## config.mk

```make
export PLATFORM = sky130hd
export DESIGN_NAME = bus_arbiter_rr
export DESIGN_NICKNAME = d
export VERILOG_FILES = /design/src/rtl/bus_pkg.sv /design/src/rtl/rr_priority_pick.sv /design/src/rtl/bus_arbiter_rr.sv
export SDC_FILE = /design/constraint.sdc
export NUM_CORES = 1
export LEC_CHECK = 0
export CAP_MARGIN = 20
export CORE_MARGIN = 4
export CORE_UTILIZATION = 48
export DETAILED_ROUTE_END_ITERATION = 10
export GPL_ROUTABILITY_DRIVEN = 0
export GPL_TIMING_DRIVEN = 0
export PLACE_DENSITY = 0.82
export REMOVE_ABC_BUFFERS = 1
export SKIP_CTS_REPAIR_TIMING = 1
export SYNTH_ARGS = -nofsm -noshare
export SYNTH_HDL_FRONTEND = slang
export SYNTH_SLANG_ARGS = --single-unit
```

## constraint.sdc

```tcl
create_clock -name clk -period 1.81 [get_ports clk]
set_clock_uncertainty 0.15 [all_clocks]
set_input_delay 0.362 -clock clk [delete_from_list [all_inputs] [get_ports clk]]
set_output_delay 0.362 -clock clk [all_outputs]
set_load 0.005 [all_outputs]
```

## src/rtl/bus_pkg.sv

```systemverilog
// Shared types and defaults for the serial bus arbiter fabric.
// Pure declarations: no logic, no latency, no flow control.
package bus_pkg;

  typedef enum logic [1:0] {
    IDLE    = 2'd0,
    ID      = 2'd1,
    CONNECT = 2'd2
  } arb_state_t;

  localparam int DEF_NO_MASTERS = 2;
  localparam int DEF_NO_SLAVES  = 3;
  localparam int SLAVE_NONE     = 0;

endpackage

```

## src/rtl/rr_priority_pick.sv

```systemverilog
// Round-robin picker: first requester scanning last+1, last+2, ... modulo NO_MASTERS.
// Purely combinational, zero latency; no backpressure, any=0 when nobody requests.
module rr_priority_pick #(
  parameter int NO_MASTERS = 2,
  parameter int M_ID_WIDTH = $clog2(NO_MASTERS)
) (
  input  logic [NO_MASTERS-1:0] req,
  input  logic [M_ID_WIDTH-1:0] last,
  output logic [M_ID_WIDTH-1:0] pick,
  output logic                  any
);

  logic [M_ID_WIDTH-1:0] w_idx;

  always_comb begin
    pick  = '0;
    any   = 1'b0;
    w_idx = '0;
    for (int i = 1; i <= NO_MASTERS; i++) begin
      w_idx = M_ID_WIDTH'((int'(last) + i) % NO_MASTERS);
      if (!any && req[w_idx]) begin
        pick = w_idx;
        any  = 1'b1;
      end
    end
  end

endmodule

```

## src/rtl/bus_arbiter_rr.sv

```systemverilog
// Round-robin bus arbiter: grants one master, shifts in its serial slave ID, drives mux selects.
// All outputs registered; grant one cycle after req; masters hold req level, no queueing.
module bus_arbiter_rr
  import bus_pkg::*;
#(
  parameter int NO_MASTERS = DEF_NO_MASTERS,
  parameter int NO_SLAVES  = DEF_NO_SLAVES,
  parameter int S_ID_WIDTH = $clog2(NO_SLAVES + 1),
  parameter int M_ID_WIDTH = $clog2(NO_MASTERS),
  parameter int MAX_HOLD   = 64
) (
  input  logic                  clk,
  input  logic                  rst,
  input  logic [NO_MASTERS-1:0] req,
  input  logic [NO_MASTERS-1:0] id_in,
  output logic [NO_MASTERS-1:0] grant,
  output logic [M_ID_WIDTH-1:0] master_sel,
  output logic [S_ID_WIDTH-1:0] slave_sel,
  output logic                  bus_valid,
  output logic                  id_err,
  output logic                  timeout
);

  localparam int BC_W = (S_ID_WIDTH > 1) ? $clog2(S_ID_WIDTH) : 1;
  localparam int H_W  = (MAX_HOLD > 1) ? $clog2(MAX_HOLD) : 1;
  localparam logic [BC_W-1:0]       BIT_LAST = BC_W'(S_ID_WIDTH - 1);
  localparam logic [S_ID_WIDTH-1:0] SLV_MAX  = S_ID_WIDTH'(NO_SLAVES);
  localparam logic [S_ID_WIDTH-1:0] SLV_NONE = S_ID_WIDTH'(SLAVE_NONE);
  // With no hold limit the counter just saturates at all-ones and is never compared.
  localparam logic [H_W-1:0] HOLD_LIM = (MAX_HOLD != 0) ? H_W'(MAX_HOLD - 1) : {H_W{1'b1}};

  arb_state_t              r_state;
  logic [M_ID_WIDTH-1:0]   r_last;
  logic [NO_MASTERS-1:0]   r_grant;
  logic [M_ID_WIDTH-1:0]   r_master_sel;
  logic [S_ID_WIDTH-1:0]   r_slave_sel;
  logic                    r_bus_valid;
  logic                    r_id_err;
  logic                    r_timeout;
  logic [S_ID_WIDTH-1:0]   r_id_sr;
  logic [BC_W-1:0]         r_bit_cnt;
  logic [H_W-1:0]          r_hold_cnt;

  logic [M_ID_WIDTH-1:0]   w_pick;
  logic                    w_any;
  logic                    w_req_m;
  logic                    w_others;
  logic                    w_id_valid;
  logic [S_ID_WIDTH-1:0]   w_id_next;

  rr_priority_pick #(
    .NO_MASTERS (NO_MASTERS),
    .M_ID_WIDTH (M_ID_WIDTH)
  ) u_pick (
    .req  (req),
    .last (r_last),
    .pick (w_pick),
    .any  (w_any)
  );

  assign w_req_m    = req[r_master_sel];
  assign w_others   = |(req & ~r_grant);
  assign w_id_next  = S_ID_WIDTH'({r_id_sr, id_in[r_master_sel]});
  assign w_id_valid = (w_id_next != SLV_NONE) && (w_id_next <= SLV_MAX);

  always_ff @(posedge clk) begin
    if (rst) begin
      r_state      <= IDLE;
      r_last       <= M_ID_WIDTH'(NO_MASTERS - 1);
      r_grant      <= '0;
      r_master_sel <= '0;
      r_slave_sel  <= SLV_NONE;
      r_bus_valid  <= 1'b0;
      r_id_err     <= 1'b0;
      r_timeout    <= 1'b0;
      r_id_sr      <= '0;
      r_bit_cnt    <= '0;
      r_hold_cnt   <= '0;
    end else begin
      r_id_err  <= 1'b0;
      r_timeout <= 1'b0;
      case (r_state)
        IDLE: begin
          if (w_any) begin
            r_state      <= ID;
            r_grant      <= {{(NO_MASTERS-1){1'b0}}, 1'b1} << w_pick;
            r_master_sel <= w_pick;
            r_bit_cnt    <= '0;
            r_id_sr      <= '0;
          end
        end
        ID: begin
          if (!w_req_m) begin
            r_state <= IDLE;
            r_grant <= '0;
            r_last  <= r_master_sel;
          end else begin
            r_id_sr   <= w_id_next;
            r_bit_cnt <= r_bit_cnt + 1'b1;
            if (r_bit_cnt == BIT_LAST) begin
              if (w_id_valid) begin
                r_state     <= CONNECT;
                r_slave_sel <= w_id_next;
                r_bus_valid <= 1'b1;
                r_hold_cnt  <= '0;
              end else begin
                r_state  <= IDLE;
                r_grant  <= '0;
                r_last   <= r_master_sel;
                r_id_err <= 1'b1;
              end
            end
          end
        end
        CONNECT: begin
          // A voluntary release takes precedence, so timeout only flags a forced one.
          if (!w_req_m || (MAX_HOLD != 0 && r_hold_cnt == HOLD_LIM && w_others)) begin
            r_state     <= IDLE;
            r_grant     <= '0;
            r_bus_valid <= 1'b0;
            r_slave_sel <= SLV_NONE;
            r_last      <= r_master_sel;
            r_timeout   <= w_req_m;
          end else if (r_hold_cnt != HOLD_LIM) begin
            r_hold_cnt <= r_hold_cnt + 1'b1;
          end
        end
        default: r_state <= IDLE;
      endcase
    end
  end

  assign grant      = r_grant;
  assign master_sel = r_master_sel;
  assign slave_sel  = r_slave_sel;
  assign bus_valid  = r_bus_valid;
  assign id_err     = r_id_err;
  assign timeout    = r_timeout;

endmodule

```

**Word-level counts from Yosys, hierarchy flattened**

Cells that the tools add are included.

- Register bits after elaboration: 19
- Latch bits: 0
- RAM bits: 0
- Memory bits (read-only): 0
- Bits of input ports: 6
- Output and inout port bits: 8
- Logic and storage cells: 111
- Memories kept: 0

- Add/subtract/negate cells: 4
- Multipliers: 0
- Div/mod/pow operators: 0
- Magnitude comparators: 4
- Equal/unequal tests: 13
- Shifts and indexed selects: 1
- Multiplexer cells: 50
- Bitwise operators: 7
- Reduce and logical (&&, ||, !) cells: 21

Operator list:

| operator | number |
|---|---|
| $mux W6 | 5 |
| $mux W1 | 25 |
| $mux W2 | 12 |
| $ne A2 B2 Y1 const B | 6 |
| $pmux W2 S3 | 2 |
| $pmux W6 S2 | 1 |
| $reduce_and A5 Y1 | 2 |
| $pmux W1 S2 | 4 |
| $add A6 B1 Y6 const B | 1 |
| $eq A6 B6 Y1 const B | 1 |
| $lt A1 B2 Y1 const B | 3 |
| $ne A3 B3 Y1 const B | 2 |
| $ne A6 B6 Y1 const B | 1 |
| $reduce_and A3 Y1 | 2 |
| $reduce_and A6 Y1 | 1 |
| $reduce_bool A2 Y1 | 3 |
| $not A1 Y1 | 5 |
| $pmux W2 S2 | 1 |
| $reduce_and A4 Y1 | 1 |
| $reduce_or A4 Y1 | 1 |
| $add A1 B1 Y1 const B | 3 |
| $logic_and A1 B1 Y1 | 3 |
| $reduce_bool A3 Y1 | 1 |
| $reduce_or A3 Y1 | 1 |
| 12 further kinds | 13 |

**Depth between registers and ports, before layout**

Gate-level depths: netlist (run 1).

- Word-level depth: 10
- Depth in mapped cells: 8
- Depth with buffers taken out: 7

**Modules after synthesis**

A second synthesis (run 1) with hierarchy kept.

- Cells, all modules: 126
- Area total of the unflattened synthesis: 1058.5 µm²

By module, submodules not included:

| module | times used | cells each | area an instance (µm²) | seq. area each (µm²) |
|---|---|---|---|---|
| bus_arbiter_rr | 1 | 124 | 1044.8 | 380.4 |
| rr_priority_pick | 1 | 2 | 13.8 | 0.0 |

**Worst setup path before layout (run 1)**

Ideal clock, no wire load.

- Path kind: register to register
- From: register r_state[1]
- To: register r_hold_cnt[0]
- Library setup time: 0.121 ns
- Arrival time: 1.646 ns
- Required time: 1.539 ns
- Slack: -0.106 ns
- Cell stages (with the launch flop): 8
- Buffers on the path: 1
- Period minus slack after synthesis: 1.916 ns
- Cell sequence: dfxtp_1 -> inv_1 -> ha_1 -> buf_6 -> nand2b_1 -> a221o_1 -> and2_1 -> mux2_2

- Word-level cells in the longest chain between the ends: 3
- Elaborated cells between the ends (all ways): 10
- Those cells by class: eq/ne (7); mux (1); reduce/logical (2)

Ends and longest elaborated chain:

| what | RTL line | RTL |
|---|---|---|
| start: declaration | bus_arbiter_rr.sv:32 | `arb_state_t r_state;` |
| start signal: assignment | bus_arbiter_rr.sv:68 | `r_state <= IDLE;` |
| start signal: assignment | bus_arbiter_rr.sv:85 | `r_state <= ID;` |
| start signal: assignment | bus_arbiter_rr.sv:94 | `r_state <= IDLE;` |
| $eq A2 B2 Y1 / $eq A2 B1 Y1 (equally long branches) | bus_arbiter_rr.sv:82 | `case (r_state)` |
| $ne A2 B2 Y1 (no line) / $reduce_bool A2 Y1 (equally long branches) | n/a |  |
| $reduce_and A6 Y1 (no line) | n/a |  |
| end signal: assignment | bus_arbiter_rr.sv:125 | `r_hold_cnt <= r_hold_cnt + 1'b1;` |
| end: declaration | bus_arbiter_rr.sv:42 | `logic [H_W-1:0] r_hold_cnt;` |

Parallel ways exist; a longest one is shown, timed or not.
A chain may end at the register's enable or synchronous reset.

**Worst setup path after layout (run 1)**

- From: register r_master_sel (netlist: master_sel)
- To: register r_grant[0] (netlist: grant[0])

- Word-level cells in the longest chain between the ends: 6
- Elaborated cells between the ends (all ways): 15
- Those cells by class: order compare (1); eq/ne (3); mux (6); reduce/logical (5)

Ends and longest elaborated chain:

| what | RTL line | RTL |
|---|---|---|
| start: declaration | bus_arbiter_rr.sv:35 | `logic [M_ID_WIDTH-1:0] r_master_sel;` |
| start signal: assignment | bus_arbiter_rr.sv:87 | `r_master_sel <= w_pick;` |
| $mux W1, on equally long branches (2 in a row) | bus_arbiter_rr.sv:63, bus_arbiter_rr.sv:61 |  |
| $le A2 B2 Y1 (tied with other cells) | bus_arbiter_rr.sv:64 | `assign w_id_valid = (w_id_next != SLV_NONE) && (w_id_next <= SLV_MAX);` |
| $logic_and A1 B1 Y1 / $logic_or A1 B1 Y1 (equally long branches) | bus_arbiter_rr.sv:64, bus_arbiter_rr.sv:117 |  |
| $ne A3 B3 Y1 (no line) / $ne A2 B2 Y1 (equally long branches) | n/a |  |
| $reduce_and A5 Y1 (no line) | n/a |  |
| end signal: assignment | bus_arbiter_rr.sv:86 | `r_grant <= {{(NO_MASTERS-1){1'b0}}, 1'b1} << w_pick;` |
| end: declaration | bus_arbiter_rr.sv:34 | `logic [NO_MASTERS-1:0] r_grant;` |

Parallel ways exist; a longest one is shown, timed or not. The select of a mux whose other input is x is not followed.

==> results of run 1 <==
[Yosys cell counts (3+ instances only)]
cell type and n:
a21oi_1 7, dfxtp_1 19, ha_1 5, inv_1 7, nand2_1 14, nand2b_1 3, nand3_1 5, nor2_1 13
o21ai_0 6
[cell families (layout without fill, tap and decap cells)]
kind of cell             after synthesis  count (layout)  share of synthesized area [%]
flip-flops                            19              19                          35.27
multiplexers                           5               5                          5.336
adder cells (fa/ha/maj)                5               5                          5.800
AND/OR/NAND/NOR                       46              46                          21.35
AO/OA/AOI/OAI                         35              35                          26.45
buffers and inverters                 11              42                          5.800
[worst max-delay path, delay by kind of cell (launching register included)]
family | cells | cell delay, ps
AND/OR/NAND/NOR | 1 | 280
buffers and inverters | 1 | 150
multiplexers | 1 | 350
flip-flops | 1 | 400
AO/OA/AOI/OAI | 3 | 540
[layout by cell type, fill, tap and decap left out, types with 3 or more instances in the layout]
master and n:
dlymetal6s2s_1 5, o21ai_0 4, nand2_1 12, nand3_1 4, nor2_1 11, dfxtp_1 14
mux2_4 3, dfxtp_4 4, inv_1 5, ha_4 3, clkdlybuf4s50_1 8, clkbuf_4 3
buf_4 18, a21oi_1 6
[flip-flops by register name, indices dropped and copies added (netlist names)]
register / count
r_hold_cnt: 6
grant: 2
r_state: 2
slave_sel: 2
bus_valid: 1
id_err: 1
master_sel: 1
r_bit_cnt: 1
r_id_sr: 1
r_last: 1
timeout: 1
[metal layers]
layer | track usage (%) | wire [µm]
met5 | 0 | 0
met4 | 5.903 | 59
met3 | 2.797 | 194
met2 | 28.21 | 1644
met1 | 18.81 | 1306
[final cells by class]
| type | instances | area [µm²] |
|---|---|---|
| clock inverter | 1 | 5.005 |
| inverter | 7 | 32.53 |
| multi-input combinational | 91 | 759.5 |
| clock buffer | 3 | 22.52 |
| tap | 27 | 33.78 |
| sequential | 19 | 396.6 |
| timing repair buffer | 31 | 277.8 |
| fill | 137 | 514.2 |
[per-stage QoR]
step	instance area [µm²]	power, mW	TNS, ps	hold slack (ps)	cells
5_1_grt	1528	0.9460	-1161	362.3	179
3_5_place_dp	1206	0.6214	-7437	314.7	157
6_report	1528	0.9074	-502.7	336.0	179
2_1_floorplan	1042	0.5656	-349.3	281.1	117
3_3_place_gp	1206	0.6157	-6747	308.6	157
4_1_cts	1234	0.8396	-3493	339.0	161
[how the worst max path moves through the flow]
stage	startpoint	end	slack, ps
after detailed placement	rst	r_hold_cnt[5]	-750
after floorplan	r_state[1]	r_hold_cnt[0]	-130
after global routing	master_sel	grant[0]	-190
final	master_sel	grant[0]	-160
after CTS	rst	r_hold_cnt[5]	-460
after global placement	rst	r_hold_cnt[5]	-670
[power breakdown]
group          switching, mW  internal [mW]  leakage, nW
Sequential            0.0224          0.431        0.158
Clock                  0.145         0.0826       0.0177
Combinational          0.115          0.112        0.432
==> implementation parameters, run 1 <==
Parameter                              Value

Outcome
  Status    finished with violations
  Violations in the final reports    negative setup slack

Synthesis
  Count of distinct cell types in the synthesized netlist    43
  Post-synth top area cell    dfxtp_1
  Synth Cell Area    about 1100 µm²
  Dominant synthesized flop cell    dfxtp_1
  Synthesized flop and latch total    19
  EDFF count, synth    0
  Leading post-synthesis cells by cell area    dfxtp_1, ha_1, nand2_1
  Average cell area after synthesis    8.914 µm²
  Top cell type's share of synthesized area    approximately a third
  Fraction of registers with async set/reset    0%
  Proportion of synthesized chip area in sequential cells    between 30% and 40%
  Total of warnings raised by yosys    0
  Synthesized netlist cell count    121

Detailed routing
  Vias/cell    6.056
  Number of iterations in the first detailed-routing pass    4
  Count of nets left with antenna violations after detail routing    0
  Drt wl/cell    17.91 µm
  Residual DRC count    0
  Vias    1084
  Violation count after the first detailed-route iteration    53
  Total routed wirelength    3.206 mm

Final layout
  Antenna Diode Count    0
  Layout Utilization    roughly 75%
  Layout cell share with drive strength beyond 1    34.87%
  Post-layout net count    approximately 160
  Area growth, synth to finish    41.65%

Timing
  Slack of the critical path    -163.7 ps
  Max Transition Viols Final    0
  Unrepaired setup endpoints after global routing    true
  Fraction of the cycle the final worst path needs    109.0%
  Relative max-transition margin    between 50% and 60%
  Transition at the pin with the smallest max-transition slack    654.4 ps
  Hold Violations, Final    0
  Number of setup violations in the final report    8
  Maximum achievable frequency    slightly above 0.5 GHz
  Minimum clock period    approximately 2000 ps

Worst setup path
  Number of cells on the worst reg-to-reg path    6
  Delay of the slowest cell on the worst path    400 ps
  Endpoint of the most critical register-to-register path    grant[0]
  Slowest cell on the critical path    dfxtp_4
  Startpoint type of the worst setup path    flop
  Endpoint required time on the critical path    roughly 1900 ps
  CP Max Fanout    5
  Worst-path cell chain    mux2_4, o311ai_4, nor3b_4, buf_4, a211o_1, o41ai_2
  Critical path arrival    2020 ps
  R2r setup slk    -160 ps
  Crit. End Element    flop
  Type of the setup path with the least slack    reg -> reg
  Reg2Reg Launch Point    master_sel

Power
  Power density over cell area    593.9 nW/µm²
  Worst vdd rail ir drop    approximately 550 µV
  Leak Pwr    approximately 0.61 nW

Clocking
  TritonCTS clock tree    built
  Clock network latency to the later pin of the worst-skew pair    310 ps
  Clk sink count    19
  Clock Path Buffers    2
  Clock slew at the register clock pins of the worst setup and hold paths    roughly 120 ps
  CTS root buffer    clkbuf_4
  Number of buffers inserted during clock tree synthesis    3
  H-Tree Depth    1

Floorplanning
  X dimension of the die    55.40 µm
  Placeable Area    2042 µm²
  IO Pins    14
  Initial standard-cell utilization of the core    52.82%
  Chip Height    55.40 µm
  Full die area    3069 µm²
  Total number of placement rows    16

Placement
  Final HPWL DP    about 1.7 mm
  Port bufs    13
  Placement Setup Slack    -754.4 ps

Global route
  Number of global-route vias before repair    between 800 and 900
  Maximum number of pins on one net before global-route repair    14
  Total Routing Usage GR    ~16%
  First-pass GRT wire length    4.015 mm
  Number of antenna violations at the first check in global routing    0
  Remaining Overflow, GRT    0

Hold path
  HP Class    reg -> reg
  Worst min-delay path startpoint    slave_sel[1]
  Worst hold path cell count    1
  Destination of the worst hold path    slave_sel[1]

Job
  Total of max-cap violations    0
No activity file was read; power rests on OpenSTA's default activity.
==> run 2, diff against run 1 <==
- GPL_ROUTABILITY_DRIVEN: 0 -> default
==> results of run 2 <==
No change in the layout: final DEF, timing and power equal those of run 1.
